==> src/rtl/cpu_bus_decoder_if.sv <==
// CPU-side bus bundle for the 65C816 front end: CPU pins in, PHI2/RDY,
// latched bank, registered R/W and the active-low chip selects out.
interface cpu_bus_decoder_if;
  logic [15:0] cpu_addr;
  logic [7:0]  cpu_data_in;
  logic        cpu_rwb;
  logic        cpu_vda;
  logic        cpu_vpa;
  logic        phi2;
  logic        cpu_rdy;
  logic [7:0]  bank_addr;
  logic        read_write;
  logic        io_video_n;
  logic        io_irq_n;
  logic        io_spi_n;
  logic        io_mmu_n;
  logic        ram_cs_n;
  logic        vram_cs_n;

  // CPU / stimulus side
  modport master (
    output cpu_addr, cpu_data_in, cpu_rwb, cpu_vda, cpu_vpa,
    input  phi2, cpu_rdy, bank_addr, read_write,
           io_video_n, io_irq_n, io_spi_n, io_mmu_n, ram_cs_n, vram_cs_n
  );

  // Decoder side
  modport slave (
    input  cpu_addr, cpu_data_in, cpu_rwb, cpu_vda, cpu_vpa,
    output phi2, cpu_rdy, bank_addr, read_write,
           io_video_n, io_irq_n, io_spi_n, io_mmu_n, ram_cs_n, vram_cs_n
  );
endinterface

==> src/rtl/cpu_bus_decoder.sv <==
// 65C816 bus front end: divides clk down to PHI2, latches the bank byte off
// D[7:0] at the PHI2 rising edge, decodes the 24-bit address into one-hot
// active-low selects and stretches VRAM cycles with RDY wait states.
module cpu_bus_decoder #(
  parameter int         PHI2_DIV  = 4,
  parameter logic [7:0] IO_PAGE   = 8'hDF,
  parameter logic [3:0] VRAM_HI   = 4'h8,
  parameter int         VRAM_WAIT = 1
) (
  input  logic              clk,
  input  logic              reset_n,
  cpu_bus_decoder_if.slave  bus
);

  localparam int               CNT_W     = $clog2(PHI2_DIV);
  localparam logic [CNT_W-1:0] CNT_MAX   = CNT_W'(PHI2_DIV - 1);
  localparam logic [3:0]       WAIT_INIT = 4'(VRAM_WAIT);

  typedef enum logic [1:0] {PH_LOW, PH_HIGH, PH_WAIT} state_t;

  // All members active-low; at most one is ever 0.
  typedef struct packed {
    logic video;
    logic irq;
    logic spi;
    logic mmu;
    logic ram;
    logic vram;
  } sel_t;

  localparam sel_t SEL_NONE = '1;

  logic [CNT_W-1:0] phase_cnt;
  logic             tick;
  state_t           state;
  logic             phi2_r;
  logic             rdy_r;
  logic [7:0]       bank_r;
  logic             rw_r;
  logic [3:0]       wait_cnt;
  sel_t             sel_r;
  sel_t             dec;
  logic             is_io_page;

  // PHI2 toggles on the clk edge that ends each half-period.
  assign tick = (phase_cnt == CNT_MAX);

  // Half-period counter: 0..PHI2_DIV-1, wrapping on the toggle edge.
  always_ff @(posedge clk or negedge reset_n) begin
    // NOTE: sequential state uses non-blocking assignment so every register
    // samples pre-edge values regardless of block ordering.
    if (!reset_n)  phase_cnt <= '0;
    else if (tick) phase_cnt <= '0;
    else           phase_cnt <= phase_cnt + CNT_W'(1);
  end

  // Address decode of {bank byte on D, A[15:0]}: I/O page, then VRAM, then RAM.
  always_comb begin
    // NOTE: default every output first so no path leaves it unassigned,
    // which would otherwise infer a latch.
    dec        = SEL_NONE;
    is_io_page = (bus.cpu_data_in == 8'h00) && (bus.cpu_addr[15:8] == IO_PAGE);
    if (bus.cpu_vda || bus.cpu_vpa) begin
      if (is_io_page) begin
        case (bus.cpu_addr[7:5])
          3'd0:    dec.video = 1'b0;
          3'd1:    dec.irq   = 1'b0;
          3'd2:    dec.spi   = 1'b0;
          3'd3:    dec.mmu   = 1'b0;
          default: dec       = SEL_NONE;
        endcase
      end else if (bus.cpu_data_in[7:4] == VRAM_HI) begin
        dec.vram = 1'b0;
      end else if (!bus.cpu_data_in[7]) begin
        dec.ram = 1'b0;
      end
    end
  end

  // Bus-cycle FSM; every output is registered and moves only on a PHI2 toggle.
  always_ff @(posedge clk or negedge reset_n) begin
    if (!reset_n) begin
      state    <= PH_LOW;
      phi2_r   <= 1'b0;
      rdy_r    <= 1'b1;
      bank_r   <= 8'h00;
      rw_r     <= 1'b1;
      wait_cnt <= 4'd0;
      sel_r    <= SEL_NONE;
    end else if (tick) begin
      phi2_r <= ~phi2_r;
      case (state)
        PH_LOW: begin
          if (!phi2_r) begin
            bank_r <= bus.cpu_data_in;
            rw_r   <= bus.cpu_rwb;
            sel_r  <= dec;
            if (!dec.vram && (VRAM_WAIT != 0)) begin
              wait_cnt <= WAIT_INIT;
              rdy_r    <= 1'b0;
              state    <= PH_WAIT;
            end else begin
              state <= PH_HIGH;
            end
          end
        end
        PH_HIGH: begin
          if (phi2_r) begin
            sel_r <= SEL_NONE;
            rw_r  <= 1'b1;
            state <= PH_LOW;
          end
        end
        PH_WAIT: begin
          // Selects, bank and R/W hold; only rises count down the wait states.
          if (!phi2_r) begin
            wait_cnt <= wait_cnt - 4'd1;
            if (wait_cnt == 4'd1) begin
              rdy_r <= 1'b1;
              state <= PH_HIGH;
            end
          end
        end
        default: state <= PH_LOW;
      endcase
    end
  end

  assign bus.phi2       = phi2_r;
  assign bus.cpu_rdy    = rdy_r;
  assign bus.bank_addr  = bank_r;
  assign bus.read_write = rw_r;
  assign bus.io_video_n = sel_r.video;
  assign bus.io_irq_n   = sel_r.irq;
  assign bus.io_spi_n   = sel_r.spi;
  assign bus.io_mmu_n   = sel_r.mmu;
  assign bus.ram_cs_n   = sel_r.ram;
  assign bus.vram_cs_n  = sel_r.vram;

endmodule

==> src/flat_wrapper.sv <==
// flat-port wrapper written by rule: the top's interface ports become plain ports
module cpu_bus_decoder_flat 
#(
  parameter int         PHI2_DIV  = 4,
  parameter logic [7:0] IO_PAGE   = 8'hDF,
  parameter logic [3:0] VRAM_HI   = 4'h8,
  parameter int         VRAM_WAIT = 1
)
  (clk, reset_n, bus_cpu_addr, bus_cpu_data_in, bus_cpu_rwb, bus_cpu_vda, bus_cpu_vpa, bus_phi2, bus_cpu_rdy, bus_bank_addr, bus_read_write, bus_io_video_n, bus_io_irq_n, bus_io_spi_n, bus_io_mmu_n, bus_ram_cs_n, bus_vram_cs_n);
  cpu_bus_decoder_if bus_i ();
  input  logic clk;
  input  logic reset_n;
  input wire logic [$bits(bus_i.cpu_addr)-1:0] bus_cpu_addr;
  input wire logic [$bits(bus_i.cpu_data_in)-1:0] bus_cpu_data_in;
  input wire logic [$bits(bus_i.cpu_rwb)-1:0] bus_cpu_rwb;
  input wire logic [$bits(bus_i.cpu_vda)-1:0] bus_cpu_vda;
  input wire logic [$bits(bus_i.cpu_vpa)-1:0] bus_cpu_vpa;
  output wire logic [$bits(bus_i.phi2)-1:0] bus_phi2;
  output wire logic [$bits(bus_i.cpu_rdy)-1:0] bus_cpu_rdy;
  output wire logic [$bits(bus_i.bank_addr)-1:0] bus_bank_addr;
  output wire logic [$bits(bus_i.read_write)-1:0] bus_read_write;
  output wire logic [$bits(bus_i.io_video_n)-1:0] bus_io_video_n;
  output wire logic [$bits(bus_i.io_irq_n)-1:0] bus_io_irq_n;
  output wire logic [$bits(bus_i.io_spi_n)-1:0] bus_io_spi_n;
  output wire logic [$bits(bus_i.io_mmu_n)-1:0] bus_io_mmu_n;
  output wire logic [$bits(bus_i.ram_cs_n)-1:0] bus_ram_cs_n;
  output wire logic [$bits(bus_i.vram_cs_n)-1:0] bus_vram_cs_n;
  assign bus_i.cpu_addr = bus_cpu_addr;
  assign bus_i.cpu_data_in = bus_cpu_data_in;
  assign bus_i.cpu_rwb = bus_cpu_rwb;
  assign bus_i.cpu_vda = bus_cpu_vda;
  assign bus_i.cpu_vpa = bus_cpu_vpa;
  assign bus_phi2 = bus_i.phi2;
  assign bus_cpu_rdy = bus_i.cpu_rdy;
  assign bus_bank_addr = bus_i.bank_addr;
  assign bus_read_write = bus_i.read_write;
  assign bus_io_video_n = bus_i.io_video_n;
  assign bus_io_irq_n = bus_i.io_irq_n;
  assign bus_io_spi_n = bus_i.io_spi_n;
  assign bus_io_mmu_n = bus_i.io_mmu_n;
  assign bus_ram_cs_n = bus_i.ram_cs_n;
  assign bus_vram_cs_n = bus_i.vram_cs_n;
  cpu_bus_decoder #(.PHI2_DIV(PHI2_DIV), .IO_PAGE(IO_PAGE), .VRAM_HI(VRAM_HI), .VRAM_WAIT(VRAM_WAIT)) u_core (.clk(clk), .reset_n(reset_n), .bus(bus_i));
endmodule
==> config.mk <==
export PLATFORM = sky130hd
export DESIGN_NAME = cpu_bus_decoder_flat
export DESIGN_NICKNAME = d
export VERILOG_FILES = /design/src/rtl/cpu_bus_decoder_if.sv /design/src/rtl/cpu_bus_decoder.sv /design/src/flat_wrapper.sv
export SDC_FILE = /design/constraint.sdc
export NUM_CORES = 1
export LEC_CHECK = 0
export ABC_AREA = 1
export CAP_MARGIN = 25
export CORE_ASPECT_RATIO = 0.75
export CORE_MARGIN = 2
export CORE_UTILIZATION = 40
export CTS_CLUSTER_DIAMETER = 40
export DETAILED_ROUTE_END_ITERATION = 8
export GPL_TIMING_DRIVEN = 0
export PLACE_DENSITY = 0.72
export SLEW_MARGIN = 10
export SYNTH_ARGS = -nofsm -noshare
export SYNTH_HDL_FRONTEND = slang
export SYNTH_SLANG_ARGS = --single-unit
==> constraint.sdc <==
create_clock -name clk -period 1.9 [get_ports clk]
set_clock_uncertainty 0.15 [all_clocks]
set_input_delay 0.57 -clock clk [delete_from_list [all_inputs] [get_ports clk]]
set_output_delay 0.57 -clock clk [all_outputs]
set_load 0.05 [all_outputs]
---- Yosys cells after proc, flatten, opt, wreduce, memory -nomap -nowiden ----
Index checks and enable logic that the tools add are counted.
word-level totals
  register bits ........................... 25
  bits of input ports ..................... 29
  word-level logic and storage cells ...... 74
operators by class
  add/sub/neg operators ................... 2
  equality and inequality tests ........... 14
  multiplexer cells ....................... 32
  bitwise gates (word level) .............. 1
  reductions and logical operators ........ 12
operator list
  operator             number
  $mux 6               3
  $mux 4               4
  $mux 2               7
  $mux 1               13
  $pmux 6 s2           1
  $reduce_and 5->1     2
  $eq 8x8->1 const B   1
  $logic_not 8->1      1
  $pmux 4 s2           1
  $eq 3x2->1 const B   2
  $ne 2x2->1 const B   3
  $pmux 2 s3           1
  $reduce_and 6->1     1
  $eq 2x2->1 const B   2
  $eq 4x1->1 const B   1
  $eq 4x4->1 const B   1
  $ne 2x1->1 const B   2
  $pmux 1 s2           2
  $reduce_and 4->1     1
  $reduce_bool 2->1    2
  $sub 4x1->4 const B  1
  $eq 3x1->1 const B   1
  $logic_not 3->1      1
  $reduce_and 3->1     1
  6 further kinds      6

---- Logic depth before layout (Yosys ltp) ----
  word-level depth ........................ 7
  depth in mapped cells ................... 9
  depth with buffers taken out ............ 9

---- Least setup slack after synthesis ----
Ideal clock, no wire load.
  path type ............................... flip-flop to flip-flop
  start ................................... register u_core.phi2_r (netlist: u_core.bus.phi2)
  end ..................................... register u_core.bank_r[0] (netlist: u_core.bus.bank_addr[0])
  arrival time ............................ 1.353 ns
  required time ........................... 1.625 ns
  path slack .............................. 0.273 ns
  stages on the path, launching flop included .. 4
  path buffers ............................ 0
  cell sequence ........................... dfrtp_1 -> nor2_1 -> nand2_2 -> mux2_2
on the way
  word-level cells in the longest chain between the ends .. 2
RTL lines
  element                     RTL line               text
  from (decl)                 cpu_bus_decoder.sv:36  logic phi2_r;
  from (signal assigned)      cpu_bus_decoder.sv:91  phi2_r <= ~phi2_r;
  $not 1->1 (no line)         -
  $reduce_and 3->1 (no line)  -
  to (signal assigned)        cpu_bus_decoder.sv:95  bank_r <= bus.cpu_data_in;
  to (decl)                   cpu_bus_decoder.sv:38  logic [7:0] bank_r;
Every way passes these cells.
A chain may end at the register's enable or synchronous reset.

---- Worst setup path after layout ----
  start ................................... register u_core.rdy_r (netlist: u_core.bus.cpu_rdy)
  end ..................................... output bus_cpu_rdy
RTL lines
  element                 RTL line                text
  from (decl)             cpu_bus_decoder.sv:37   logic rdy_r;
  from (signal assigned)  cpu_bus_decoder.sv:85   rdy_r <= 1'b1;
  from (signal assigned)  cpu_bus_decoder.sv:100  rdy_r <= 1'b0;
  from (signal assigned)  cpu_bus_decoder.sv:119  rdy_r <= 1'b1;
  to (decl)               flat_wrapper.sv:19      output wire logic [$bits(bus_i.cpu_rdy)-1:0] bus_cpu_rdy;
No word-level cell between the ends.

==> flow_summary_export.csv <==
group,metric,value,unit
critical_path,worstPathArrival,1.15,ns
place,io_buffers,40,
timing,fmax,535,MHz
final_layout,final_layout_size_suffix_gt1_share,17.8,%
timing,worst_slew_pin_slew,0.496,ns
clock_tree,post_cts_buffers,0,
grt,grt_usage,15.8,%
final_layout,layout.nets,247,
worst_hold_path,worstHoldPathType,"reg -> reg",
place,dp_hpwl,2.18,mm
pwr,irDropWorstVdd,710,uV
route,vias_per_cell,4.65,
final_layout,antenna_cells,0,
die,die_area,3790,um2
die,fp.dieH,53.8,um
route,drc,0,
synth,synth-seq-cells,25,
run,maxCapViolCount,0,
die,core_area,3220,um2
timing,max_slew_margin,66.8,%
place,post_dp_cell_area,1800,um2
timing,rsz0062_at_grt,"no",
route,drt_pass1_iterations,4,
critical_path,cp_max_fo,2,
critical_path,setup.worst_path.end_class,"output port",
critical_path,cp_top_family,"flip-flops",
critical_path,cpMaxStageDelayCell,"dfstp_2",
timing,hold_viol_final,0,
die,rows,18,
grt,grt_pass1_vias,1008,
clock_tree,htree_levels,1,
clock_tree,clock_sinks,25,
pwr,p_leak,0.000871,uW
pwr,power_density,1140,nW/um2
route,vias,1182,
timing,period_needed,1.87,ns
final_layout,syn_to_final_growth,37.7,%
synth,synth.net_count,201,
synth,synth.top_cell.area_share,32.1,%
timing,fin_tns_setup,0,ns
synth,synth.area.top_cells,"dfrtp_1, dfstp_2, nand2_1",
route,wl_per_cell,11.0,um
grt,grt_max_degree,17,
timing,post-route-period-util,98.5,%
place,place_congestion,0.826,
die,die_x,70.4,um
clock_tree,clk_pin_slew_worst_paths,0.08,ns
critical_path,rr_worst_depth,5,
critical_path,crit_required,1.18,ns
synth,synthesis.instances,169,
pwr,fin_total_pwr,2070,uW
synth,synth_top_flop_cell,"dfrtp_1",
die,io_pins,46,
route,initialDrtViolationCount,41,
die,start_util,41.1,%
final_layout,layout_common_cells,"nand2_1, nor2_1, inv_1, clkdlybuf4s50_1, dfrtp_1",
route,wirelength,2.79,mm
route,drtAntennaViolNets,0,
critical_path,r2r_slack,0.19,ns
clock_tree,cts_tree,"done",
critical_path,crit_buf_inv,1,
critical_path,start_kind,"register",
clock_tree,numCtsBuffers,3,
synth,netlist_area,1320,um2
critical_path,r2r_end,"u_core.bus.bank_addr[0]$_DFFE_PN0P_",
final_layout,layout_commonest_cell,"nand2_1",
outcome,status,"complete, no violations",
place,place_ws,-0.303,ns
worst_hold_path,min_from,"u_core.phase_cnt[0]$_DFF_PN0_",
clock_tree,insertion_delay,0.27,ns
synth,yosys.area.top_type,"dfrtp_1",
clock_tree,clockBufferDepth,2,
grt,grt_pass1_wl,4.60,mm
timing,hold-worst-slack,0.276,ns
critical_path,crit_chain,"clkdlybuf4s18_2",
clock_tree,cts_root_buf,"clkbuf_8",
synth,ys_warn_count,0,
timing,setup_violations,0,
critical_path,rr_startpoint,"u_core.phase_cnt[0]$_DFF_PN0_",
timing,setup_slack,0.0291,ns
synth,synthArstFlopShare,100,%
critical_path,critPathKind,"reg -> out",
synth,avgSynthCellArea,7.83,um2
final_layout,fin_area,1820,um2
synth,synth_edf_count,0,
synth,ys_seq_area_share,48.0,%
grt,grt_overflow,0,
worst_hold_path,whs_endpoint,"u_core.phase_cnt[0]$_DFF_PN0_",
timing,maxSlewViolCount,0,
critical_path,slowest_delay,0.53,ns
grt,antenna_found_initial,0,
worst_hold_path,whs_path_depth,1,
synth,yosysUniqueCellTypes,20,
final_layout,fill_cells,320,
[final cells by class]
cell class,count,area [um2],share of cell area [%]
well taps,40,50.0,2.75
clock buffers,4,45.0,2.47
inverters,27,101,5.56
repair buffers,41,385,21.1
multi-input cells,117,606,33.2
flip-flops and latches,25,636,34.9
[worst max-delay path by stage]
stage / startpoint / to / slack, ns / cells past startpoint
after detailed placement: bus_cpu_data_in[5] / u_core.wait_cnt[0]$_DFFE_PN0P_ / -0.30 / 6
after floorplan: u_core.bus.phi2$_DFFE_PN0P_ / u_core.bus.bank_addr[0]$_DFFE_PN0P_ / 0.27 / 3
after global placement: bus_cpu_data_in[5] / u_core.wait_cnt[3]$_DFFE_PN0P_ / -0.27 / 7
final: u_core.bus.cpu_rdy$_DFFE_PN1P_ / bus_cpu_rdy / 0.03 / 1
after CTS: u_core.bus.io_mmu_n$_DFFE_PN1P_ / bus_io_mmu_n / 0.005 / 1
after global routing: u_core.bus.phi2$_DFFE_PN0P_ / bus_phi2 / 0.00004 / 1
[metal layers]
| metal | up-vias | track usage (%) | share of wire (%) |
|---|---|---|---|
| li1 | 631 | - | - |
| met1 | 514 | 22.3 | 50 |
| met2 | 35 | 24.4 | 42 |
| met3 | 2 | 4.49 | 6.8 |
| met4 | 0 | 3.85 | 1.2 |
| met5 | - | 0 | 0 |
[timing repair]
| action | in CTS | in global routing |
|---|---|---|
| hold buffers | 0 | 0 |
| gates resized for setup | 37 | 20 |
| endpoints found under the setup margin | 18 | 14 |
[cell families (layout without fill, tap and decap cells)]
kind of cell / count (synthesis) / in the layout / share of synthesized area, %
AO/OA/AOI/OAI: 17 / 17 / 6.62
adder cells (fa/ha/maj): 3 / 3 / 2.84
flip-flops: 25 / 25 / 48.0
AND/OR/NAND/NOR: 90 / 90 / 28.9
multiplexers: 7 / 7 / 5.95
buffers and inverters: 27 / 72 / 7.66
[power by group]
part           leakage (uW)  switching, uW  internal (uW)
Sequential         0.000292           77.0            708
Combinational      0.000556            696            282
Clock             0.0000228            159            150
[synth_stat cells, types with 3 or more instances]
cell     number
nand2_1      43
nor2_1       27
inv_1        23
dfrtp_1      17
dfstp_2       8
nand3_1       8
o21ai_0       8
mux2_2        7
nand4_1       6
a21oi_1       5
inv_2         4
ha_1          3
o21ai_1       3
[metrics by stage]
stage                     utilization (%)  std cells
after global routing                 56.6        254
after detailed placement             55.9        250
final                                56.6        254
after global placement               55.1        249
after floorplan                         -        169
after CTS                            57.6        254
[worst register-to-register path, cell delays in order (launching register included)]
cell	delay, ns
dfrtp_1	0.35
ha_1	0.19
inv_1	0.09
nor2_1	0.28
nand2_2	0.23
mux2_2	0.32
[state kept, by name (all words and copies together) (netlist names)]
register               count
u_core.bus.bank_addr       8
u_core.bus.cpu_rdy         1
u_core.bus.io_irq_n        1
u_core.bus.io_mmu_n        1
u_core.bus.io_spi_n        1
u_core.bus.io_video_n      1
u_core.bus.phi2            1
u_core.bus.ram_cs_n        1
u_core.bus.read_write      1
u_core.bus.vram_cs_n       1
u_core.phase_cnt           2
u_core.state               2
u_core.wait_cnt            4
Power figures use the tool's default switching activity.
